## src/rtl/denise_palette_writer.sv

```systemverilog
// Streams 24-bit RGB palette entries into the Denise colour table as COLORxx register writes.
// Define DENISE_PALWR_LOCT_EN for AGA two-write (high/low nibble) uploads; undefined gives OCS/ECS 12-bit uploads.
module denise_palette_writer #(
  parameter logic [8:0] COLORBASE = 9'h180,
  parameter logic [8:0] IDLE_ADR  = 9'h1FE
) (
  input  logic        clk,
  input  logic        reset_n,
  input  logic        clk7_en,
  input  logic        start,
  input  logic [7:0]  base_index,
  input  logic [8:0]  count,
  input  logic        src_valid,
  input  logic [23:0] src_data,
  output logic        src_ready,
  output logic [8:1]  reg_address_out,
  output logic [11:0] data_out,
  output logic [2:0]  bank_out,
  output logic        loct_out,
  output logic        wr_strobe,
  output logic        busy,
  output logic        done
);

`ifdef DENISE_PALWR_LOCT_EN
  typedef enum logic [2:0] {IDLE, FETCH, WR_HI, WR_LO, FIN} state_t;
`else
  typedef enum logic [2:0] {IDLE, FETCH, WR_HI, FIN} state_t;
`endif

  state_t      state, state_nx;
  logic [7:0]  idx, idx_nx;
  logic [8:0]  rem, rem_nx;
  logic [11:0] colour_hi;
  logic        fetch_fire;

  function automatic logic [11:0] hi_nibbles(input logic [23:0] rgb);
    return {rgb[23:20], rgb[15:12], rgb[7:4]};
  endfunction

  function automatic logic [11:0] lo_nibbles(input logic [23:0] rgb);
    return {rgb[19:16], rgb[11:8], rgb[3:0]};
  endfunction

  assign fetch_fire = (state == FETCH) && src_valid;

  always_ff @(posedge clk) begin
    if (!reset_n) begin
      state <= IDLE;
      idx   <= 8'd0;
      rem   <= 9'd0;
    end else begin
      state <= state_nx;
      idx   <= idx_nx;
      rem   <= rem_nx;
    end
  end

  // Colour holding registers are pure data and are only loaded on a handshake.
  always_ff @(posedge clk) begin
    if (fetch_fire) colour_hi <= hi_nibbles(src_data);
  end

`ifdef DENISE_PALWR_LOCT_EN
  logic [11:0] colour_lo;

  always_ff @(posedge clk) begin
    if (fetch_fire) colour_lo <= lo_nibbles(src_data);
  end
`else
  logic [11:0] unused_lo;
  assign unused_lo = lo_nibbles(src_data);
`endif

  always_comb begin
    state_nx = state;
    idx_nx   = idx;
    rem_nx   = rem;
    case (state)
      IDLE: begin
        if (start) begin
          idx_nx   = base_index;
          rem_nx   = count;
          state_nx = (count == 9'd0) ? FIN : FETCH;
        end
      end
      FETCH: begin
        if (src_valid) state_nx = WR_HI;
      end
`ifdef DENISE_PALWR_LOCT_EN
      WR_HI: begin
        if (clk7_en) state_nx = WR_LO;
      end
      WR_LO: begin
        if (clk7_en) begin
          idx_nx   = idx + 8'd1;
          rem_nx   = rem - 9'd1;
          state_nx = (rem == 9'd1) ? FIN : FETCH;
        end
      end
`else
      WR_HI: begin
        if (clk7_en) begin
          idx_nx   = idx + 8'd1;
          rem_nx   = rem - 9'd1;
          state_nx = (rem == 9'd1) ? FIN : FETCH;
        end
      end
`endif
      FIN: state_nx = IDLE;
      default: state_nx = IDLE;
    endcase
  end

  // Write-side outputs decode straight from state so they hold for the whole write state.
  always_comb begin
    reg_address_out = IDLE_ADR[8:1];
    data_out        = 12'd0;
    bank_out        = 3'd0;
    loct_out        = 1'b0;
    wr_strobe       = 1'b0;
    case (state)
      WR_HI: begin
        reg_address_out = {COLORBASE[8:6], idx[4:0]};
        bank_out        = idx[7:5];
        data_out        = colour_hi;
        wr_strobe       = clk7_en;
      end
`ifdef DENISE_PALWR_LOCT_EN
      WR_LO: begin
        reg_address_out = {COLORBASE[8:6], idx[4:0]};
        bank_out        = idx[7:5];
        loct_out        = 1'b1;
        data_out        = colour_lo;
        wr_strobe       = clk7_en;
      end
`endif
      default: ;
    endcase
  end

  assign src_ready = (state == FETCH);
  assign busy      = (state != IDLE) && (state != FIN);
  assign done      = (state == FIN);

endmodule

```

## config.mk

```make
export PLATFORM = sky130hd
export DESIGN_NAME = denise_palette_writer
export DESIGN_NICKNAME = d
export VERILOG_FILES = /design/src/rtl/denise_palette_writer.sv
export SDC_FILE = /design/constraint.sdc
export NUM_CORES = 1
export LEC_CHECK = 0
export CAP_MARGIN = 10
export CORE_UTILIZATION = 37
export CTS_CLUSTER_DIAMETER = 50
export DETAILED_ROUTE_END_ITERATION = 16
export PLACE_DENSITY = 0.71
export SYNTH_ARGS = -nofsm -noshare
export SYNTH_HDL_FRONTEND = slang
export SYNTH_SLANG_ARGS = --single-unit
```

## constraint.sdc

```tcl
create_clock -name clk -period 2.45 [get_ports clk]
set_input_delay 0.49 -clock clk [delete_from_list [all_inputs] [get_ports clk]]
set_output_delay 0.49 -clock clk [all_outputs]
set_load 0.05 [all_outputs]
```

Word level (Yosys, flattened, before mapping)
Cells that the tools add are included.

storage, ports and cells
  flip-flop bits (word level) = 32
  bits of input ports = 46
  output and inout port bits = 28
  word-level logic and storage cells = 38

cells by class
  $add $sub $neg = 2
  equality and inequality tests = 8
  multiplexer cells = 16
  reductions and logical operators = 8

operators by type and width
  kind                 number
  $mux 9               2
  $pmux 9 s2           1
  $mux 8               2
  $pmux 8 s2           1
  $mux 12              1
  $mux 3               4
  $eq 9x1->1 const B   1
  $logic_not 9->1      1
  $pmux 3 s3           1
  $sub 9x1->9 const B  1
  $add 8x1->8 const B  1
  $eq 3x2->1 const B   2
  $mux 6               1
  $ne 2x2->1 const B   3
  $reduce_and 3->1     2
  $mux 2               2
  $eq 3x1->1 const B   1
  $logic_not 3->1      1
  $ne 3x2->1 const B   1
  $reduce_bool 3->1    1
  $logic_and 1x1->1    2
  $reduce_bool 2->1    1
  $mux 1               1

Depth between registers and ports, before layout
Gate-level depths: netlist of run 1.

  depth after elaboration = 4
  gate-level depth with buffers = 8
  mapped depth without buffers = 6

Least setup slack after synthesis of run 1
OpenSTA, ideal clock, no wires.

  kind = register to output
  start point = reg state[0]
  end point = out data_out[10]
  arrival time = 1.709 ns
  data required time = 1.960 ns
  setup slack = 0.251 ns
  cell stages (with the launch flop) = 7
  buffers on the path = 3
  cell sequence = dfxtp_1 inv_1 ha_1 buf_2 buf_2 clkbuf_1 and2_1

between the ends
  longest elaborated chain between the ends = 2

RTL lines
  what                    line  source
  start, declared         31    state_t state, state_nx;
  start signal, assigned  53    state <= state_nx;
  $eq 3x2->1              122   case (state)
  $mux 12                 122
  end, declared           17    output logic [11:0] data_out,

Every way passes these cells.

Worst setup path in the final report of run 1
  start point = reg state[0]
  end point = out src_ready

between the ends
  longest elaborated chain between the ends = 1

RTL lines
  what           line  source
  $eq 3x1->1     142   assign src_ready = (state == FETCH);
  end, declared  15    output logic src_ready,

Every way passes these cells.

==> results of run 1 <==
[worst max path at each step]
stage	from	endpoint	slack, ns	cells after the start
after CTS	state[0]$_SDFFE_PN0P_	src_ready	0.17	2
after global placement	state[0]$_SDFFE_PN0P_	bank_out[1]	0.34	5
final	state[0]$_SDFFE_PN0P_	src_ready	0.18	2
after floorplan	state[0]$_SDFFE_PN0P_	data_out[10]	0.25	6
after detailed placement	state[0]$_SDFFE_PN0P_	bank_out[1]	0.30	5
after global routing	state[0]$_SDFFE_PN0P_	bank_out[1]	0.09	5
[stage by stage]
step	hold WS, ns	setup WS (ns)	area (um^2)	power [mW]	utilization (%)
after floorplan	0.4517	0.2508	1807	1.870	-
after global placement	0.4718	0.3409	2581	2.330	55.01
after detailed placement	0.4795	0.3035	2581	2.351	55.01
after CTS	0.4885	0.1741	2668	2.747	56.85
after global routing	0.5053	0.09017	2668	2.934	56.85
final	0.4888	0.1816	2668	2.737	56.85
[logic make-up after synthesis]
kind of cell             count (synthesis)  share of synthesized area [%]
AND/OR/NAND/NOR                         76                          24.70
AO/OA/AOI/OAI                           54                          20.19
flip-flops                              31                          41.08
buffers and inverters                   25                          6.939
adder cells (fa/ha/maj)                  8                          5.552
multiplexers                             2                          1.110
other                                    2                         0.4165
[timing repair]
item | CTS | global route
resized for setup | 1 | 0
endpoints found under the setup margin | 2 | 0
hold endpoints to repair | 0 | 0
[power by group through the flow]
| stage | Sequential [mW] | Clock, mW | Combinational, mW |
|---|---|---|---|
| after detailed placement | 0.862 | 0 | 1.49 |
| after global placement | 0.855 | 0 | 1.47 |
| after floorplan | 0.822 | 0 | 1.05 |
| after global routing | 0.875 | 0.423 | 1.64 |
| final | 0.853 | 0.389 | 1.50 |
| after CTS | 0.852 | 0.397 | 1.50 |
[cells in the mapped netlist, types with 3 or more instances]
cell	instances	share of area, %
dfxtp_1	19	21
and2_1	17	5.9
a21oi_1	16	4.4
nor2_1	15	3.1
edfxtp_1	12	20
nand2_1	12	2.5
inv_1	11	2.3
ha_1	8	5.6
nand2b_1	6	2.1
o21ai_0	6	1.7
nor2b_1	5	1.7
a31oi_1	4	1.4
and4_1	4	1.9
buf_2	4	1.1
clkbuf_1	4	0.83
a211oi_1	3	1.2
buf_4	3	1.2
nand3_1	3	0.83
o21ai_1	3	0.83
o221a_1	3	1.9
o22ai_1	3	1.0
[cells in the final DEF (no fill, tap or decap), types with 2 or more instances in the layout]
cell / count
nor2_1: 15
nor4_1: 2
nor3_1: 2
edfxtp_1: 12
buf_4: 16
o2bb2ai_1: 2
a2bb2oi_1: 2
clkdlybuf4s50_1: 35
nand2_1: 12
a31oi_1: 4
buf_12: 16
inv_1: 11
conb_1: 3
clkbuf_8: 5
and4_1: 4
and2_1: 17
o21ai_0: 6
a21oi_1: 16
dfxtp_1: 19
or3_1: 2
clkinv_2: 3
o31ai_1: 2
o221a_1: 3
o22ai_1: 3
nor2b_1: 5
nand3_1: 3
nand2b_1: 6
ha_1: 7
a211oi_1: 3
nor4b_2: 2
o21ai_1: 3
mux2i_1: 2
a32oi_1: 2
[critical path: stages (launching register included)]
cell and delay (ns):
dfxtp_1 0.42, ha_1 0.25, clkdlybuf4s50_1 0.83
[flip-flops by register name, summed over array words and instances (netlist names)]
signal,flops
state,2
idx,8
colour_hi,12
rem,9
[layer usage]
metal / GRT usage [%] / share of wire, %
met5: 0 / 0
met4: 7.625 / 1.8
met3: 4.079 / 4.7
met2: 30.50 / 47
met1: 24.87 / 47
[area by class of cell]
cell class,instances,area share [%]
inverter,11,1.548
multi-input combinational,143,35.37
sequential,31,27.77
timing repair buffer,67,29.64
clock buffer,5,2.580
tap,54,2.533
clock inverter,3,0.5629
==> out/qor.yml, run 1 <==
status:
  status: "completed"
placement:
  place_inst: 306
  dp_hpwl_um: 3341
  gp_congestion: 0.8858
  io_buffer_count: 58
power:
  comb_power_share_pct: 54.6
  clkPwrFrac_pct: 14.2
  p_seq_share_pct: 31.2
  leakagePower_nw: 1.008
  powerDensity_nw_per_um2: 1026
  peakVddDrop_v: 0.0004212
  swShare_pct: 44.43
  p_int_mw: 1.521
  p_switching_mw: 1.216
clock_network:
  cts_tree: "yes"
  h-tree-depth: 2
  hold_buffers: 0
  ctsLongestPathBuffers: 2
  cts_buffers: 5
  clkTransAtPathRegs_ns: 0.07
  ctsRootBufferMaster: "clkbuf_8"
  post-cts-setup-buffer-count: 0
  clk_latency_ns: 0.28
  clkSinkCount: 31
sta:
  worstMarginPinSlew_ns: 0.5521
  rsz0062_at_grt: "no"
  final_max_slew_viol_count: 0
  setup_tns_ns: 0
  finClkSkew_ns: 0.003770
  hold_viol: 0
  slew_headroom_pct: 62.91
  min_period_ns: 2.268
  finalCritPeriodShare_pct: 92.59
  fmax_ghz: 0.4408
  setup_violations: 0
worst_setup_path:
  r2r-end: "rem[4]$_SDFFE_PN0P_"
  cp.arrival_ns: 1.78
  critPathKind: "flop to output pin"
  cp_max_fo: 5
  worst_ep_required_time_ns: 1.96
  rr_startpoint: "state[0]$_SDFFE_PN0P_"
  start_kind: "flop"
  r2r_cells: 7
  r2r_setup_slack_ns: 0.48
  cp-end-kind: "output pin"
detailed_routing:
  post_drt_wl_per_cell_um: 14.25
  drt_iter0_drc: 121
  drt-total-wl_um: 4473
  ant_nets: 0
  drt_first_pass_iters: 5
  vias_per_cell: 5.271
  vias: 1655
  drc: 0
grt:
  antenna_found_initial: 0
  grt_first_pass_wirelength_um: 7603
  grt_overflow: 0
  grt_pass1_vias: 1588
  grt_max_degree: 20
  grt_usage_pct: 18.98
synthesis:
  yosysSeqAreaShare_pct: 41.08
  synth.cell_area_um2: 1803
  netlist_instances: 198
  synthArstFlopShare_pct: 0
  avgSynthCellArea_um2: 9.106
  synth-main-ff-cell: "dfxtp_1"
  yosysUniqueCellTypes: 47
  synth_seq_cells: 31
  synth_edf_count: 12
  ys_warn_count: 0
hold_path:
  whs_endpoint: "idx[7]$_SDFFE_PN0P_"
  worstHoldStart: "idx[7]$_SDFFE_PN0P_"
  worstHoldPathType: "flop to flop"
  min_path_cells: 2
final_layout:
  area_growth_pct: 47.95
  nFillCells: 414
  antenna_cells: 0
  drive_gt1_share_pct: 18.08
  final_nets: 313
  fin_cells: 314
  register_area_um2: 740.7
  multi_input_area_um2: 943.4
floorplanning:
  die_w_um: 71.81
  row_count: 25
  dieArea_um2: 5156
  start_util_pct: 38.43
  core-area_um2: 4692
  ioPinCount: 74
  die_height_um: 71.81
job:
  drv_cap: 0
No activity file was read; power rests on OpenSTA's default activity.
==> run 2, diff against run 1 <==
--- a/config.mk
+++ b/config.mk
@@ -10,6 +10,7 @@
 export CTS_CLUSTER_DIAMETER = 50
 export DETAILED_ROUTE_END_ITERATION = 16
 export PLACE_DENSITY = 0.71
+export SLEW_MARGIN = 20
 export SYNTH_ARGS = -nofsm -noshare
 export SYNTH_HDL_FRONTEND = slang
 export SYNTH_SLANG_ARGS = --single-unit
==> results of run 2 <==
The final DEF is identical to that of run 1; final timing and power are the same.
==> run 3, diff against run 2 <==
--- a/config.mk
+++ b/config.mk
@@ -9,6 +9,7 @@
 export CORE_UTILIZATION = 37
 export CTS_CLUSTER_DIAMETER = 50
 export DETAILED_ROUTE_END_ITERATION = 16
+export HOLD_SLACK_MARGIN = 0.08
 export PLACE_DENSITY = 0.71
 export SLEW_MARGIN = 20
 export SYNTH_ARGS = -nofsm -noshare
==> results of run 3 <==
The final DEF is identical to that of run 1; final timing and power are the same.
